--- src/rtl/stream_packer32_pkg.sv ---
// Shared types and constants for the 16-to-32 bit AXI-Stream packer.
package stream_packer32_pkg;

    typedef enum logic {
        LOW  = 1'b0,
        HIGH = 1'b1
    } pack_state_t;

    localparam logic [3:0] KEEP_FULL = 4'hF;
    localparam logic [3:0] KEEP_HALF = 4'h3;

    // Entry layout: {last, keep[3:0], data[31:0]}
    localparam int ENTRY_W = 37;

endpackage

--- src/rtl/stream_packer32_axis_word_fifo.sv ---
// First-word-fall-through FIFO for packed output words; full and level are registered.
module axis_word_fifo
    import stream_packer32_pkg::*;
#(
    parameter int DEPTH = 4,
    parameter int WIDTH = ENTRY_W
) (
    input  logic                       clk,
    input  logic                       resetn,
    input  logic                       push,
    input  logic [WIDTH-1:0]           din,
    input  logic                       pop,
    output logic [WIDTH-1:0]           dout,
    output logic                       full,
    output logic [$clog2(DEPTH):0]     level
);

    localparam int AW = $clog2(DEPTH);
    localparam logic [AW:0] LVL_FULL = (AW+1)'(DEPTH);

    logic [WIDTH-1:0] mem [DEPTH];
    logic [AW-1:0]    wr_ptr;
    logic [AW-1:0]    rd_ptr;
    logic             push_ok;
    logic             pop_ok;
    logic [AW:0]      level_nxt;

    assign push_ok = push && !full;
    assign pop_ok  = pop && (level != '0);
    assign dout    = mem[rd_ptr];

    always_comb begin
        level_nxt = level;
        if (push_ok && !pop_ok)
            level_nxt = level + 1'b1;
        else if (!push_ok && pop_ok)
            level_nxt = level - 1'b1;
    end

    // Storage is cleared on reset so the head reads as zero until the first push.
    always_ff @(posedge clk or negedge resetn) begin
        if (!resetn) begin
            wr_ptr <= '0;
            rd_ptr <= '0;
            level  <= '0;
            full   <= 1'b0;
            for (int i = 0; i < DEPTH; i++)
                mem[i] <= '0;
        end else begin
            if (push_ok) begin
                mem[wr_ptr] <= din;
                wr_ptr      <= wr_ptr + 1'b1;
            end
            if (pop_ok)
                rd_ptr <= rd_ptr + 1'b1;
            level <= level_nxt;
            full  <= (level_nxt == LVL_FULL);
        end
    end

endmodule

--- src/rtl/stream_packer32.sv ---
// Packs 16-bit samples into 32-bit AXI-Stream words with TLAST/TKEEP handling,
// output buffering and a sticky overflow flag for beats arriving while full.
module stream_packer32
    import stream_packer32_pkg::*;
#(
    parameter int DEPTH = 4
) (
    input  logic        clk,
    input  logic        resetn,
    input  logic [15:0] s_axis_tdata,
    input  logic        s_axis_tvalid,
    input  logic        s_axis_tlast,
    output logic        s_axis_tready,
    output logic [31:0] m_axis_tdata,
    output logic [3:0]  m_axis_tkeep,
    output logic        m_axis_tvalid,
    output logic        m_axis_tlast,
    input  logic        m_axis_tready,
    output logic        overflow,
    input  logic        overflow_clr
);

    localparam int LW = $clog2(DEPTH) + 1;

    pack_state_t        state;
    logic [15:0]        hold;
    logic               fifo_full;
    logic [LW-1:0]      fifo_level;
    logic               accept;
    logic               push;
    logic               pop;
    logic [ENTRY_W-1:0] push_entry;
    logic [ENTRY_W-1:0] head;

    // Ready depends only on the registered full flag, never on m_axis_tready.
    assign s_axis_tready = !fifo_full;
    assign accept        = s_axis_tvalid && !fifo_full;
    assign push          = accept && ((state == HIGH) || s_axis_tlast);
    assign m_axis_tvalid = (fifo_level != '0);
    assign pop           = m_axis_tvalid && m_axis_tready;

    assign {m_axis_tlast, m_axis_tkeep, m_axis_tdata} = head;

    always_comb begin
        push_entry = {s_axis_tlast, KEEP_HALF, 16'h0000, s_axis_tdata};
        if (state == HIGH)
            push_entry = {s_axis_tlast, KEEP_FULL, s_axis_tdata, hold};
    end

    always_ff @(posedge clk or negedge resetn) begin
        if (!resetn) begin
            state <= LOW;
            hold  <= '0;
        end else if (accept) begin
            case (state)
                LOW: begin
                    if (!s_axis_tlast) begin
                        hold  <= s_axis_tdata;
                        state <= HIGH;
                    end
                end
                HIGH:    state <= LOW;
                default: state <= LOW;
            endcase
        end
    end

    // Set has priority over clear so a drop in the clearing cycle is not lost.
    always_ff @(posedge clk or negedge resetn) begin
        if (!resetn)
            overflow <= 1'b0;
        else if (s_axis_tvalid && !s_axis_tready)
            overflow <= 1'b1;
        else if (overflow_clr)
            overflow <= 1'b0;
    end

    axis_word_fifo #(
        .DEPTH (DEPTH),
        .WIDTH (ENTRY_W)
    ) u_fifo (
        .clk    (clk),
        .resetn (resetn),
        .push   (push),
        .din    (push_entry),
        .pop    (pop),
        .dout   (head),
        .full   (fifo_full),
        .level  (fifo_level)
    );

endmodule

--- config.mk ---
export PLATFORM = sky130hd
export DESIGN_NAME = stream_packer32
export DESIGN_NICKNAME = d
export VERILOG_FILES = /design/src/rtl/stream_packer32_pkg.sv /design/src/rtl/stream_packer32_axis_word_fifo.sv /design/src/rtl/stream_packer32.sv
export SDC_FILE = /design/constraint.sdc
export NUM_CORES = 1
export LEC_CHECK = 0
export CAP_MARGIN = 20
export CORE_ASPECT_RATIO = 0.6
export CORE_MARGIN = 2
export CORE_UTILIZATION = 27
export CTS_CLUSTER_DIAMETER = 100
export CTS_CLUSTER_SIZE = 14
export DETAILED_ROUTE_END_ITERATION = 7
export PLACE_DENSITY = 0.4
export SETUP_SLACK_MARGIN = 0.1
export SYNTH_ARGS = -nofsm -noshare
export SYNTH_HDL_FRONTEND = slang
export SYNTH_SLANG_ARGS = --single-unit
export TNS_END_PERCENT = 30
--- constraint.sdc ---
create_clock -name clk -period 2.1 [get_ports clk]
set_input_delay 0.42 -clock clk [delete_from_list [all_inputs] [get_ports clk]]
set_output_delay 0.42 -clock clk [all_outputs]
set_load 0.01 [all_outputs]
== Yosys cells after proc, flatten, opt, wreduce, memory -nomap -nowiden ==
Cells that the tools add are included.

* Bitwise operators: 4
* Reduce and logical (&&, ||, !) cells: 16
* Muxes and demuxes: 13
* Eq/ne operators: 1
* Order comparisons: 3
* Add/sub/neg operators: 4

{| class="wikitable"
|+ Operator list
! cell !! number
|-
| bitwise mux 148 bit || 1
|-
| 2-to-1 mux 37 bit || 3
|-
| binary-select mux 37 bit (select 2 bit) || 1
|-
| demux 37 bit (select 2 bit) || 1
|-
| 2-to-1 mux 36 bit || 1
|-
| logical AND 1 bit || 9
|-
| greater-or-equal comparator 3 bit (second input constant) || 2
|-
| 2-to-1 mux 3 bit || 2
|-
| inverter 2 -> 3 bit || 2
|-
| adder 2 x 1 -> 2 bit (second input constant) || 2
|-
| adder 3 x 1 -> 3 bit (second input constant) || 1
|-
| == test 3 bit (second input constant) || 1
|-
| zero test 1 bit || 3
|-
| less-than comparator 3 x 1 -> 1 bit (second input constant) || 1
|-
| 2-to-1 mux 1 bit || 3
|-
| AND reduction 3 bit || 1
|-
| nonzero test 3 bit || 1
|-
| subtractor 3 x 1 -> 3 bit (second input constant) || 1
|-
| inverter 1 bit || 2
|-
| case mux 1 bit (2 select lines) || 1
|-
| nonzero test 2 bit || 1
|-
| logical OR 1 bit || 1
|}

* Bits in registers: 174
* Bits of input ports: 22
* Output and inout port bits: 40

== Longest topological paths before layout ==
* Word-level depth: 9
* Depth in mapped cells: 6

== Cells and area by module ==
From an unflattened synthesis, not the netlist that was laid out.

* Cell total of the unflattened synthesis: 488
* Area, all modules: 7,935.1 µm²

{| class="wikitable"
|+ Modules (own cells, without submodules)
! module !! cells each !! area an instance (µm²) !! sequential area each (µm²) !! instances
|-
| axis_word_fifo || 405 || 6,912.9 || 3,903.7 || 1
|-
| stream_packer32 || 83 || 1,022.2 || 450.4 || 1
|}

== Worst setup path before layout ==
Ideal clock, no wire load.

* Kind: register to output
* Start: register u_fifo.rd_ptr[0]
* End: output m_axis_tkeep[1]
* Data required time: 1,680 ps
* Setup slack: 63 ps
* Arrival time: 1,617 ps
* Path buffers: 3
* Cell stages (with the launch flop): 5
* Cell sequence: dfrtp_1 > buf_2 > buf_2 > mux4_2 > buf_4

* Longest elaborated chain between the ends: 4

{| class="wikitable"
|+ Ends and longest elaborated chain
! element !! RTL line !! source
|-
| start: declaration || stream_packer32_axis_word_fifo.sv:23 || <nowiki>logic [AW-1:0] rd_ptr;</nowiki>
|-
| start signal: assignment || stream_packer32_axis_word_fifo.sv:55 || <nowiki>rd_ptr <= rd_ptr + 1'b1;</nowiki>
|-
| inverter 2 -> 3 bit (not written as such) || stream_packer32_axis_word_fifo.sv:30 || <nowiki>assign dout = mem[rd_ptr];</nowiki>
|-
| binary-select mux 37 bit (select 2 bit) || stream_packer32_axis_word_fifo.sv:30 ||
|-
| 2-to-1 mux 37 bit (not written as such) (2 in a row) || stream_packer32_axis_word_fifo.sv:30 ||
|-
| end: declaration || stream_packer32.sv:15 || <nowiki>output logic [3:0] m_axis_tkeep,</nowiki>
|}

No other way between the ends. The select of a mux whose other input is x is not followed.

== Worst setup path in the final report ==
* Start: register u_fifo.rd_ptr[0]
* End: output m_axis_tdata[0]

* Longest elaborated chain between the ends: 4

{| class="wikitable"
|+ Ends and longest elaborated chain
! element !! RTL line !! source
|-
| inverter 2 -> 3 bit (not written as such) || stream_packer32_axis_word_fifo.sv:30 ||
|-
| binary-select mux 37 bit (select 2 bit) || stream_packer32_axis_word_fifo.sv:30 ||
|-
| 2-to-1 mux 37 bit (not written as such) (2 in a row) || stream_packer32_axis_word_fifo.sv:30 ||
|-
| end: declaration || stream_packer32.sv:14 || <nowiki>output logic [31:0] m_axis_tdata,</nowiki>
|}

No other way between the ends. The select of a mux whose other input is x is not followed.

==> results.py <==
metrics = {
    "detailed_routing": {
        "wl_um": 19700,
        "first_pass_iters": 4,
        "first_iter_violations": 192,
        "drt-vias-per-instance": 4.57,
        "wire_per_inst_um": 20.7,
        "routed-via-count": 4347,
        "antenna_left": 0,
        "route.detailed.drc": 0,
    },
    "logic_synthesis": {
        "synth_cells": 468,
        "postSynthAreaPerCell_um2": 16.1,
        "synth-simple-area-share_pct": 3.28,
        "ys_ff_latch": 166,
        "synth_cell_types": 30,
        "synthMuxAreaShare_pct": 35.8,
        "synth-xor-area-share_pct": 0.581,
        "synth_top_family_by_area": "multiplexers",
        "synth-compound-area-share_pct": 0.896,
        "yosys_warnings": 0,
        "synth_fp_nets": 497,
        "netlist_area_mm2": 0.00754,
        "yosys.area_share.adder_pct": 1.16,
        "ys_seq_area_share_pct": 55.1,
    },
    "cts": {
        "ctsHtreeMaxLevel": 4,
        "clkSinkCount": 166,
        "cts_root_buf": "clkbuf_16",
        "clock_latency_ns": 0.44,
        "clockBufferDepth": 2,
        "clkTransAtPathRegs_ns": 0.07,
        "cts_tree": "done",
        "numCtsBuffers": 17,
    },
    "sta": {
        "worst_pin_slew_ns": 0.533,
        "slew_headroom_pct": 64.5,
        "finalMaxSlewViolations": 0,
        "finalCriticalPeriod_ns": 2.31,
        "rsz0062_at_grt": "true",
        "finalCritPeriodShare_pct": 110,
        "timing.fmax_mhz": 432,
        "fin_tns_setup_ns": -5.92,
        "fin_ws_ns": -0.212,
        "setup_viol": 37,
        "finalHoldViolCount": 0,
        "fin_worst_skew_ns": 0.00736,
    },
    "die": {
        "io_pins": 62,
        "die_w_um": 220,
        "fp.dieArea_mm2": 0.0293,
        "die_h_um": 133,
        "start_util_pct": 27.4,
        "rows": 47,
        "fp.coreArea_mm2": 0.0275,
    },
    "placed_design": {
        "place_inst": 901,
        "portBuffers": 61,
        "gp_congestion": 0.691,
        "place_ws_ns": -0.0571,
        "post_dp_cell_area_mm2": 0.00886,
        "place_hpwl_um": 12700,
    },
    "layout": {
        "layout_common_cells": "168 x mux2_2, 164 x dfrtp_1, 38 x buf_6",
        "final_common_cell": "mux2_2",
        "fill_cells": 2626,
        "drive_gt1_share_pct": 56.8,
        "nets": 600,
        "num_antenna_cells": 0,
        "final_cells": 951,
        "final_cell_area_mm2": 0.00980,
        "utilization_pct": 35.6,
        "area_growth_pct": 29.9,
    },
    "power_and_ir_drop": {
        "p_comb_share_pct": 45.1,
        "p_int_w": 0.0110,
        "power_leakage_nw": 4.32,
        "vdd_ir_drop_max_mv": 0.676,
        "power_switching_w": 0.00486,
        "p_clk_share_pct": 20.6,
        "seq_power_share_pct": 34.3,
        "sw_frac_of_total_pct": 30.5,
        "power.density_mw_per_mm2": 1620,
    },
    "worst_hold_path": {
        "worstHoldStart": "u_fifo.mem[107]",
        "hp-class": "register to register",
        "holdPathStages": 1,
    },
    "global_route": {
        "grt_max_degree": 48,
        "grt_antenna_before_repair": 0,
        "grt_pass1_vias": 4678,
        "grt_util_all_layers_pct": 14.4,
        "grt_pass1_wl_um": 30300,
        "grt_overflow": 0,
    },
    "setup_path": {
        "r2r-start": "u_fifo.level[1]",
        "r2r_cells": 7,
        "cp.required_ns": 1.68,
        "critPathLaunchType": "register",
        "crit_start": "u_fifo.rd_ptr[0]",
        "cp_max_fo": 5,
        "critPathKind": "register to output pin",
        "crit_arrival_ns": 1.89,
        "endpoint_kind": "output pin",
    },
    "job": {
        "cap_viol_max_count": 0,
    },
    "status": {
        "status": "finished with violations",
        "violations": "setup timing",
    },
}
logic make-up after synthesis:
kind of cell,Yosys count
buffers and inverters,35
AO/OA/AOI/OAI,10
XOR/XNOR,5
flip-flops,166
multiplexers,204
AND/OR/NAND/NOR,41
adder cells (fa/ha/maj),7
power groups by stage:
stage / logic [W] / registers [W] / clock network (W)
5_1_grt: 0.00774 / 0.00563 / 0.00353
2_1_floorplan: 0.00402 / 0.00515 / 0
6_report: 0.00717 / 0.00545 / 0.00328
4_1_cts: 0.00712 / 0.00543 / 0.00337
3_3_place_gp: 0.00631 / 0.00545 / 0
3_5_place_dp: 0.00642 / 0.00549 / 0
repair_timing:
item | 4_1_cts | 5_1_grt
setup buffers | 8 | 3
setup endpoints to repair | 38 | 38
hold buffers | 1 | 0
gates resized for setup | 190 | 9
endpoints found under the hold margin | 41 | 0
gates cloned | 5 | 1
synth_stat cells:
| library cell | n | area share (%) |
|---|---|---|
| a21o_1 | 1 | 0.10 |
| nand2_1 | 6 | 0.30 |
| a2bb2oi_1 | 1 | 0.12 |
| nand3_1 | 1 | 0.066 |
| buf_1 | 1 | 0.050 |
| xor2_1 | 1 | 0.12 |
| a211oi_1 | 1 | 0.10 |
| nand3b_1 | 1 | 0.10 |
| buf_2 | 6 | 0.40 |
| o211ai_1 | 2 | 0.20 |
| ha_1 | 7 | 1.2 |
| nand2b_1 | 6 | 0.50 |
| buf_6 | 12 | 1.8 |
| inv_1 | 8 | 0.40 |
| or3b_2 | 1 | 0.12 |
| nor3_2 | 1 | 0.13 |
| o21ai_0 | 3 | 0.20 |
| nor2_1 | 2 | 0.10 |
| clkbuf_1 | 5 | 0.25 |
| mux2_2 | 168 | 25 |
| a211o_1 | 1 | 0.12 |
| nor2_4 | 1 | 0.15 |
| mux4_2 | 36 | 11 |
| xnor2_1 | 4 | 0.46 |
| a21oi_1 | 1 | 0.066 |
| and2_1 | 17 | 1.4 |
| nor2b_1 | 1 | 0.083 |
| dfrtp_1 | 166 | 55 |
| nand2_2 | 4 | 0.33 |
| buf_4 | 3 | 0.30 |
state kept, by name, summed over array words and instances (netlist names):
signal and count:
hold 16, overflow 1, state 1, u_fifo.full 1
u_fifo.level 3, u_fifo.mem 140, u_fifo.rd_ptr 2, u_fifo.wr_ptr 2
worst max-delay path: stages, from the launching register on:
cell and delay [ns]:
dfrtp_2 0.39, buf_6 0.12, buf_8 0.12, buf_12 0.13, mux4_2 0.55, buf_6 0.15
metrics by stage:
step                      total power (W)  hold WS (ns)
after floorplan                   0.00917         0.124
after global placement             0.0118         0.413
after detailed placement           0.0119         0.431
after CTS                          0.0159         0.469
after global routing               0.0169         0.481
final                              0.0159         0.472
metal layers:
metal	track usage, %	vias to the layer above	wire [um]	part of all wire [%]
li1	-	1930	-	-
met1	21.8	2351	10400	53
met2	20.1	48	8380	43
met3	3.24	18	606	3.1
met4	5.03	0	278	1.4
met5	0	-	0	0
worst paths after layout:
kind / endpoint / slack (ns)
min: u_fifo.mem[107] / 0.47
min in group asynchronous: overflow / 0.51
min reg2reg: u_fifo.mem[107] / 0.47
max reg2reg: u_fifo.full / 0.29
max: m_axis_tdata[0] / -0.21
max in group asynchronous: u_fifo.mem[82] / 0.91
area by class of cell:
class                           count  area, um^2  share of cell area (%)
Clock buffer                       23         488                    4.98
Clock inverter                      9         123                    1.25
Inverter                            8        30.0                   0.306
Multi-Input combinational cell    267        3150                    32.1
Sequential cell                   166        4160                    42.4
Tap cell                          367         459                    4.68
Timing Repair Buffer              111        1400                    14.2
No activity file was read; power rests on OpenSTA's default activity.
==> edit: new RTL, same settings <==
`DEPTH` is set to 4 in 2 places; all go to 2.
--- a/src/rtl/stream_packer32_axis_word_fifo.sv
+++ b/src/rtl/stream_packer32_axis_word_fifo.sv
@@ -2,7 +2,7 @@
 module axis_word_fifo
     import stream_packer32_pkg::*;
 #(
-    parameter int DEPTH = 4,
+    parameter int DEPTH = 2,
     parameter int WIDTH = ENTRY_W
 ) (
     input  logic                       clk,
--- a/src/rtl/stream_packer32.sv
+++ b/src/rtl/stream_packer32.sv
@@ -3,7 +3,7 @@
 module stream_packer32
     import stream_packer32_pkg::*;
 #(
-    parameter int DEPTH = 4
+    parameter int DEPTH = 2
 ) (
     input  logic        clk,
     input  logic        resetn,
Formal check against the unedited RTL: not equivalent (a bounded check fails within 4 cycles, from zero or initial values and one cycle with resetn low).
==> edit against the original RTL <==
- the flow finishes with violations (negative hold slack)
- sequential share of layout area down 0.66 points
- clock skew down 0.0027 ns
- synthesized cell count down 23%
- total power down 47%
- sequential cell count down 73
- via count down 34%
- cell area down 43%
- synthesized area down 44%
- wire length down 46%
- setup slack better by 0.28 ns
==> edit: results (changes against the original RTL) <==
routing:
  dr.first_iter.drc_count: 83  # was 192
  wl_per_cell_um: 16.5  # was 20.7 um
  num_vias: 2859  # was 4,347
yosys:
  synth_commonest_cells: "dfrtp_1 (93), mux2_2 (86), nand2_1 (50), o21ai_0 (49), inv_1 (21)"  # was mux2_2 (168), dfrtp_1 (166), mux4_2 (36), and2_1 (17), buf_6 (12)
  synth_nets: 385  # was 497
  synth_area_leaders: "dfrtp_1 (55%), mux2_2 (23%), o21ai_0 (5.8%)"  # was dfrtp_1 (55%), mux2_2 (25%), mux4_2 (11%)
  ys_seq_area_share_pct: 55.0  # was 55.1%
  synth.distinct_cells: 26  # was 30
  netlist_area_sq_um: 4230  # was 7540 sq um
  avgSynthCellArea_sq_um: 11.7  # was 16.1 sq um
clock_network:
  cts.repair.resized: 133  # was 190
  clock_sinks: 93  # was 166
  cts-buffers-inserted: 9  # was 17
  worstSkewPairLatency_ns: 0.34  # was 0.44 ns
  cts_htree_levels: 3  # was 4
  post_cts_buffers: 7  # was 8
layout:
  clockNetworkAreaShare_pct: 5.25  # was 6.23%
  clock_buffers: 11  # was 23
  layout-drive-gt1-share_pct: 38.2  # was 56.8%
  final-nonclk-buf-share_pct: 16.0  # was 14.2%
  multiInputGateArea_sq_um: 1730  # was 3150 sq um
  fillCellCount: 1534  # was 2,626
  final_util_pct: 36.4  # was 35.6%
  nMultiInputCombCells: 223  # was 267
  largest_registers: "u_fifo.mem: 70 flops, hold: 16 flops, u_fifo.level: 2 flops"  # was u_fifo.mem: 140 flops, hold: 16 flops, u_fifo.level: 3 flops
  sh_seq_area_pct: 41.7  # was 42.4%
  inv_count: 21  # was 8
power:
  p_leak_nw: 2.44  # was 4.32 nW
sta:
  whs_ns: -0.00164  # was 0.472 ns
  slew_headroom_pct: 73.9  # was 64.5%
  hold_viol: 1  # was 0
min_path:
  hold_path_class: "in2async"  # was reg2reg
placed_design:
  hpwl_um: 6840  # was 12,700 um
  dp_slack_ns: 0.0936  # was -0.0571 ns
  dp_cells: 619  # was 901
global_routing:
  met2_usage_pct: 19.2  # was 20.1%
  grt_use_met1_pct: 20.9  # was 21.8%
  grt_max_degree: 51  # was 48
  met3_usage_pct: 3.83  # was 3.24%
run_status:
  status: "finished, violations left"  # unchanged
  violations: "negative hold slack"  # was negative setup slack
setup_path:
  startpoint: "u_fifo.rd_ptr"  # was u_fifo.rd_ptr[0]
==> edit: cell count changes in the layout (fill, tap and decap cells not counted), sizes merged, moves of 3 or more <==
cell,before,now
and2,17,0
buf,87,49
clkbuf,24,12
clkdlybuf4s15,0,6
dfrtp,166,93
dlygate4sd2,0,9
ha,7,1
inv,8,21
mux2,168,87
mux4,36,0
nand2,10,50
nand2b,6,3
nand3,1,16
o21ai,3,50
==> edit: layer usage <==
metal / share of wire (%) / up-vias
li1: - / 1376
met1: 54 / 1417
met2: 41 / 56
met3: 4.0 / 10
met4: 1.4 / 0
met5: 0 / -
==> edit: logic make-up (layout without fill, tap and decap cells) <==
family	after synthesis	in the layout	synth area share, %
flops	93	93	55.0
buf+inv	46	126	5.00
simple gates	76	76	8.76
xor+xnor	4	4	0.829
mux	87	87	23.2
fa+ha+maj	1	1	0.296
compound gates	55	55	6.90
==> edit: worst max-delay path: cells and delay by family, from the launching register on <==
| kind | cells | cell delay [ns] |
|---|---|---|
| muxes | 1 | 0.31 |
| DFF | 1 | 0.43 |
| buffers and inverters | 4 | 0.55 |
==> edit: worst paths after layout <==
path	to	slack (ns)	depth (start not counted)
min reg2reg	u_fifo.mem[70]	0.47	1
max	m_axis_tdata[1]	0.07	5
max reg2reg	u_fifo.mem[52]	0.54	3
min	u_fifo.mem[65]	-0.002	1
max in group asynchronous	u_fifo.rd_ptr	1.54	2
min in group clk	u_fifo.mem[70]	0.47	1
==> edit: report_power, final <==
group / switching [W] / internal, W / leakage, nW
registers: 0.000395 / 0.00258 / 1.15
clock network: 0.000670 / 0.000948 / 0.149
logic: 0.00171 / 0.00209 / 1.14
total: 0.00277 / 0.00562 / 2.44
